===== config.mk =====
export PLATFORM = sky130hd
export DESIGN_NAME = chirp_uart_rx_flat
export DESIGN_NICKNAME = d
export VERILOG_FILES = /design/src/rtl/chirp_uart_rx_if.sv /design/src/rtl/chirp_uart_rx.sv /design/src/flat_wrapper.sv
export SDC_FILE = /design/constraint.sdc
export NUM_CORES = 1
export LEC_CHECK = 0
export ABC_AREA = 1
export BUFFER_PORTS_ARGS = -buffer_cell sky130_fd_sc_hd__buf_2
export CORE_MARGIN = 3
export CORE_UTILIZATION = 45
export DETAILED_ROUTE_END_ITERATION = 6
export GPL_ROUTABILITY_DRIVEN = 0
export PLACE_DENSITY = 0.72
export SLEW_MARGIN = 15
export SYNTH_ARGS = -nofsm -noshare
export SYNTH_HDL_FRONTEND = slang
export SYNTH_SLANG_ARGS = --single-unit

===== constraint.sdc =====
create_clock -name i_clk -period 1.66 [get_ports i_clk]
set_input_delay 0.166 -clock i_clk [delete_from_list [all_inputs] [get_ports i_clk]]
set_output_delay 0.166 -clock i_clk [all_outputs]
set_load 0.05 [all_outputs]

===== src/rtl/chirp_uart_rx_if.sv =====
// Downstream byte/status bus of the chirp configuration UART receiver.
// The receiver drives it through the master modport; consumers use the slave modport.
interface chirp_uart_rx_if #(
   parameter int DATA_WIDTH = 8
);
   logic [DATA_WIDTH-1:0] o_data;
   logic                  o_valid;
   logic                  o_frame_err;
   logic                  o_parity_err;
   logic                  o_busy;

   modport master (
      output o_data,
      output o_valid,
      output o_frame_err,
      output o_parity_err,
      output o_busy
   );

   modport slave (
      input o_data,
      input o_valid,
      input o_frame_err,
      input o_parity_err,
      input o_busy
   );
endinterface


===== src/rtl/chirp_uart_rx.sv =====
// 16x oversampled UART byte receiver (8N1) for the chirp configuration link.
// Define CHIRP_UART_RX_PARITY_EN to receive 8E1 frames with an even-parity check.
//
// state    | meaning
// ---------|-----------------------------------------------------------
// ST_IDLE  | line idle, waiting for a low sample on a tick
// ST_START | qualifying the start bit at its mid-point
// ST_DATA  | sampling DATA_WIDTH data bits, LSB first
// ST_PARITY| sampling the even-parity bit (parity build only)
// ST_STOP  | sampling the stop bit, issuing valid/error strobe
// ST_BREAK | stop bit was low; waiting for the line to return high
module chirp_uart_rx #(
   parameter int CLK_FREQ_HZ      = 10000000,
   parameter int BAUD_RATE        = 9600,
   parameter int OVERSAMPLE       = 16,
   parameter int DATA_WIDTH       = 8,
   parameter int DIVIDER_BITWIDTH = 7
) (
   input  logic             i_clk,
   input  logic             i_rst_n,
   input  logic             i_rx,
   chirp_uart_rx_if.master  bus
);
   localparam int DIVIDER = CLK_FREQ_HZ / (BAUD_RATE * OVERSAMPLE);
   localparam int SC_W    = $clog2(OVERSAMPLE);
   localparam int IDX_W   = $clog2(DATA_WIDTH);

   localparam logic [DIVIDER_BITWIDTH-1:0] DIV_MAX   = DIVIDER_BITWIDTH'(DIVIDER - 1);
   localparam logic [SC_W-1:0]             SC_MID_ST = SC_W'(OVERSAMPLE / 2 - 1);
   localparam logic [SC_W-1:0]             SC_MID    = SC_W'(OVERSAMPLE - 1);
   localparam logic [IDX_W-1:0]            IDX_LAST  = IDX_W'(DATA_WIDTH - 1);

   typedef enum logic [2:0] {
      ST_IDLE,
      ST_START,
      ST_DATA,
`ifdef CHIRP_UART_RX_PARITY_EN
      ST_PARITY,
`endif
      ST_STOP,
      ST_BREAK
   } state_t;

   state_t                  state_q, state_d;
   logic                    rx_meta_q, rx_s_q;
   logic [DIVIDER_BITWIDTH-1:0] div_q, div_d;
   logic [SC_W-1:0]         sc_q, sc_d;
   logic [IDX_W-1:0]        idx_q, idx_d;
   logic [DATA_WIDTH-1:0]   shift_q, shift_d;
   logic [DATA_WIDTH-1:0]   data_q, data_d;
   logic                    valid_q, valid_d;
   logic                    ferr_q, ferr_d;
   logic                    perr_q, perr_d;
   logic                    tick;
   logic                    parity_bad;

`ifdef CHIRP_UART_RX_PARITY_EN
   logic                    par_q, par_d;
   // Even parity: data bits plus parity bit must XOR to zero.
   assign parity_bad = ^{shift_q, par_q};
`else
   assign parity_bad = 1'b0;
`endif

   assign tick  = (div_q == DIV_MAX);
   assign div_d = tick ? '0 : div_q + 1'b1;

   always_comb begin
      state_d = state_q;
      sc_d    = sc_q;
      idx_d   = idx_q;
      shift_d = shift_q;
      data_d  = data_q;
      valid_d = 1'b0;
      ferr_d  = 1'b0;
      perr_d  = 1'b0;
`ifdef CHIRP_UART_RX_PARITY_EN
      par_d   = par_q;
`endif
      if (tick) begin
         sc_d = (sc_q == SC_MID) ? '0 : sc_q + 1'b1;
         unique case (state_q)
            ST_IDLE: begin
               if (!rx_s_q) begin
                  sc_d    = '0;
                  state_d = ST_START;
               end
            end
            ST_START: begin
               if (sc_q == SC_MID_ST) begin
                  if (rx_s_q) begin
                     state_d = ST_IDLE;
                  end else begin
                     sc_d    = '0;
                     idx_d   = '0;
                     state_d = ST_DATA;
                  end
               end
            end
            ST_DATA: begin
               if (sc_q == SC_MID) begin
                  shift_d = {rx_s_q, shift_q[DATA_WIDTH-1:1]};
                  idx_d   = idx_q + 1'b1;
                  if (idx_q == IDX_LAST) begin
`ifdef CHIRP_UART_RX_PARITY_EN
                     state_d = ST_PARITY;
`else
                     state_d = ST_STOP;
`endif
                  end
               end
            end
`ifdef CHIRP_UART_RX_PARITY_EN
            ST_PARITY: begin
               if (sc_q == SC_MID) begin
                  par_d   = rx_s_q;
                  state_d = ST_STOP;
               end
            end
`endif
            ST_STOP: begin
               // Leaving at mid stop bit leaves half a bit to catch a back-to-back start.
               if (sc_q == SC_MID) begin
                  if (!rx_s_q) begin
                     ferr_d  = 1'b1;
                     state_d = ST_BREAK;
                  end else if (parity_bad) begin
                     perr_d  = 1'b1;
                     state_d = ST_IDLE;
                  end else begin
                     data_d  = shift_q;
                     valid_d = 1'b1;
                     state_d = ST_IDLE;
                  end
               end
            end
            ST_BREAK: begin
               if (rx_s_q) state_d = ST_IDLE;
            end
            default: state_d = ST_IDLE;
         endcase
      end
   end

   always_ff @(posedge i_clk or negedge i_rst_n) begin
      if (!i_rst_n) begin
         state_q   <= ST_IDLE;
         rx_meta_q <= 1'b1;
         rx_s_q    <= 1'b1;
         div_q     <= '0;
         sc_q      <= '0;
         idx_q     <= '0;
         shift_q   <= '0;
         data_q    <= '0;
         valid_q   <= 1'b0;
         ferr_q    <= 1'b0;
         perr_q    <= 1'b0;
`ifdef CHIRP_UART_RX_PARITY_EN
         par_q     <= 1'b0;
`endif
      end else begin
         state_q   <= state_d;
         rx_meta_q <= i_rx;
         rx_s_q    <= rx_meta_q;
         div_q     <= div_d;
         sc_q      <= sc_d;
         idx_q     <= idx_d;
         shift_q   <= shift_d;
         data_q    <= data_d;
         valid_q   <= valid_d;
         ferr_q    <= ferr_d;
         perr_q    <= perr_d;
`ifdef CHIRP_UART_RX_PARITY_EN
         par_q     <= par_d;
`endif
      end
   end

   assign bus.o_data       = data_q;
   assign bus.o_valid      = valid_q;
   assign bus.o_frame_err  = ferr_q;
   assign bus.o_parity_err = perr_q;
   assign bus.o_busy       = (state_q != ST_IDLE);
endmodule


===== src/flat_wrapper.sv =====
// flat-port wrapper written by rule: the top's interface ports become plain ports
module chirp_uart_rx_flat 
#(
   parameter int CLK_FREQ_HZ      = 10000000,
   parameter int BAUD_RATE        = 9600,
   parameter int OVERSAMPLE       = 16,
   parameter int DATA_WIDTH       = 8,
   parameter int DIVIDER_BITWIDTH = 7
)
  (i_clk, i_rst_n, i_rx, bus_o_data, bus_o_valid, bus_o_frame_err, bus_o_parity_err, bus_o_busy);
  chirp_uart_rx_if #(.DATA_WIDTH(DATA_WIDTH)) bus_i ();
  input  logic i_clk;
  input  logic i_rst_n;
  input  logic i_rx;
  output wire logic [$bits(bus_i.o_data)-1:0] bus_o_data;
  output wire logic [$bits(bus_i.o_valid)-1:0] bus_o_valid;
  output wire logic [$bits(bus_i.o_frame_err)-1:0] bus_o_frame_err;
  output wire logic [$bits(bus_i.o_parity_err)-1:0] bus_o_parity_err;
  output wire logic [$bits(bus_i.o_busy)-1:0] bus_o_busy;
  assign bus_o_data = bus_i.o_data;
  assign bus_o_valid = bus_i.o_valid;
  assign bus_o_frame_err = bus_i.o_frame_err;
  assign bus_o_parity_err = bus_i.o_parity_err;
  assign bus_o_busy = bus_i.o_busy;
  chirp_uart_rx #(.CLK_FREQ_HZ(CLK_FREQ_HZ), .BAUD_RATE(BAUD_RATE), .OVERSAMPLE(OVERSAMPLE), .DATA_WIDTH(DATA_WIDTH), .DIVIDER_BITWIDTH(DIVIDER_BITWIDTH)) u_core (.i_clk(i_clk), .i_rst_n(i_rst_n), .i_rx(i_rx), .bus(bus_i));
endmodule

==> impl_results.md <==
- Arrival time worst endpoint: 1.73 ns
- Clock-pin slew on the worst setup and hold paths: roughly 0.070 ns
- Die area: 4960 µm²
- WL met1: 1613 µm
- Yosys cell types: 26
- Initial Util: about half
- DPL Wire Length: 2374 µm
- Main combinational cell family by area after synthesis: simple AND/OR/NAND/NOR gates
- PwrDens: a little under 800 nW/µm²
- Rows: 22
- Initial antenna violation count: 0
- Worst EP required: 1.84 ns
- CTS HTree Levels: 2
- Post-DR vias/cell: 4.937
- Ports: 15
- Yosys Warn Count: 0
- # DRC: 0
- Cells after synthesis: 207
- Die height: 70.43 µm
- Final setup vio count: 0
- Post-Synth Adder-Cell Area: 3.349%
- CTS sink cnt: 37
- Top layer in use: met4
- Mapped cell area: 1868 µm²
- Routed length per instance: 11.73 µm
- CTS tree: yes
- Global-route wire length before repair: 5430 µm
- Fraction of synthesized area in multiplexers: 0%
- Outcome: completed
- Most frequent cells in the layout: nand2_1, dfrtp_1, inv_1, o21ai_2
- Unrepaired setup endpoints after global routing: false
- First drt pass iteration count: 4
- Delay-heaviest family, CP: flip-flops
- Share of cells above drive strength 1: 28.87%
- Commonest non-fill, non-tap cell in the layout: nand2_1
- Met2 Wirelength: 1577 µm
- Post-synthesis compound-gate area fraction: 9.645%
- Num CTS Buffers: 5
- Pin count of the biggest net entering global routing: 21
- DR iter-0 viols: 38
- Root buffer cell: clkbuf_8
- Crit path kind: flop to flop
- Seq/Total Area, Yosys: 49.70%
- Max cap viols: 0
- Crit path launch: u_core.sc_q[0]
- Worst-skew pair later-pin latency: 0.28 ns
- Final net count: 246
- IO Port Bufs: 13
- Detail Route Antenna Nets: 0
- Number of global-route vias before repair: 1,248
- CP max stage cell: dfrtp_1
- Syn_area_per_cell: 9.024 µm²
- Via count: about 1,400
- Leakage: ~1.1 nW
- CP max FO: 16
- Worst path cell trace: ha_2 -> nand3_1 -> inv_2 -> nand4_4 -> buf_12 -> nand2_1 -> o21ai_2
- Critical Path Max Stage Delay: 0.41 ns
- Reg2reg start: u_core.sc_q[0]
- Worst hold path class: flop to flop
- Hold Startpoint: u_core.rx_meta_q
- Simple-gate share of the synthesized area: 28.00%
- Highest Clock Rate: 645.2 MHz
- Util after Layout: 58.50%
- Clk buf depth: 2
- Xor/xnor share of the synthesized area: 1.875%
- Syn_nets: between 200 and 250
- Hold Violations, Final: 0
- Synth-to-Final Area Change: 19.83%
- Gr usage total: 13.88%
- Synth Register Bits: 37
- Critical Path End Type: flop
- Setup TNS: 0 ns
- Worst Skew: approximately 0.0017 ns
- Routed met3 length: between 100 and 150 µm
- Detailed Route WL: ~3400 µm
- Buffers & Inverters on Critical Path: 2
- Pins Over Slew Limit: 0
- Startpoint Class: flop
- Core area: 3826 µm²
- Final period utilization: 93.37%
- Fin crit period: around 1.6 ns
- Gr ovfl total: 0
- Die W: 70.43 µm
- Peak supply drop: approximately 0.53 mV
- Antenna Cells: 0
[final timing paths]
| check | cells after the start | slack [ns] | endpoint |
|---|---|---|---|
| max | 7 | 0.11 | u_core.bus.o_data[0] |
| min | 0 | 0.36 | u_core.rx_s_q |
| max reg2reg | 7 | 0.11 | u_core.bus.o_data[0] |
| min reg2reg | 0 | 0.36 | u_core.rx_s_q |
| max in group asynchronous | 3 | 0.83 | u_core.div_q[3] |
| min in group asynchronous | 2 | 0.37 | u_core.state_q[0] |
[state kept, by name, indices dropped and copies added (netlist names)]
| name | cells |
|---|---|
| u_core.rx_meta_q | 1 |
| u_core.rx_s_q | 1 |
| u_core.sc_q | 4 |
| u_core.shift_q | 8 |
| u_core.div_q | 7 |
| u_core.bus.o_valid | 1 |
| u_core.idx_q | 3 |
| u_core.bus.o_data | 8 |
| u_core.state_q | 3 |
| u_core.bus.o_frame_err | 1 |
[routing by layer]
layer / global-route usage [%] / up-vias
met5: 0 / -
met4: 5.106 / 0
met3: 4.460 / 6
met2: 21.73 / 18
met1: 17.91 / 668
li1: - / 725
[power by group]
group	leakage (nW)	total [mW]	internal, mW	switching, mW
Combinational	0.555	0.0406	0.0117	0.0289
Clock	0.0585	0.791	0.489	0.301
Sequential	0.496	0.909	0.906	0.00347
[final cells by class]
| cell class | instances | area [µm²] |
|---|---|---|
| multi-input combinational | 141 | 835.8 |
| tap | 48 | 60.06 |
| sequential | 37 | 928.4 |
| inverter | 26 | 97.59 |
| timing repair buffer | 27 | 200.2 |
| clock buffer | 7 | 86.33 |
| clock inverter | 1 | 30.03 |
| fill | 331 | 1588 |
[timing repair]
action | in CTS | in global routing
endpoints found under the hold margin | 18 | 0
setup buffers | 0 | 3
setup endpoints to repair | 4 | 24
gates resized for setup | 0 | 4
hold buffers | 2 | 0
pin swaps | 1 | 3
cloned | 0 | 1
[synthesized netlist by cell type]
master	n	area, µm²
a21oi_1	1	5.000
a31oi_1	1	6.260
buf_4	2	15.01
buf_6	2	22.52
conb_1	1	3.750
dfrtp_1	35	875.8
dfstp_2	2	52.55
ha_1	5	62.56
inv_1	25	93.84
inv_2	1	3.750
nand2_1	52	195.2
nand2_2	3	18.77
nand3_1	17	85.08
nand3_2	1	10.01
nand3b_1	2	15.01
nand4_1	4	25.02
nand4_4	2	42.54
nor2_1	17	63.81
nor2_2	5	31.28
nor2_8	1	20.02
nor3_1	2	10.01
o21ai_0	4	20.02
o21ai_2	17	148.9
or2_2	1	6.260
xnor2_1	2	17.52
xor2_1	2	17.52
[through the flow]
stage                     setup slack (ns)  total power [mW]  cell area, µm²  instances  hold WS [ns]
after global routing               0.01197             1.814            2238        287        0.3680
after global placement             0.02614            0.9643            2036        273        0.1495
after CTS                         0.004071             1.769            2172        283        0.3574
after floorplan                     0.1821            0.9384            1868        207       -0.1296
final                               0.1100             1.741            2238        287        0.3573
after detailed placement           0.01784            0.9649            2036        273        0.1511
[cells by family after synthesis]
family,count (synthesis)
adder cells (fa/ha/maj),5
flip-flops,37
other,1
AND/OR/NAND/NOR,107
buffers and inverters,30
XOR/XNOR,4
AO/OA/AOI/OAI,23
Power figures use the tool's default switching activity.
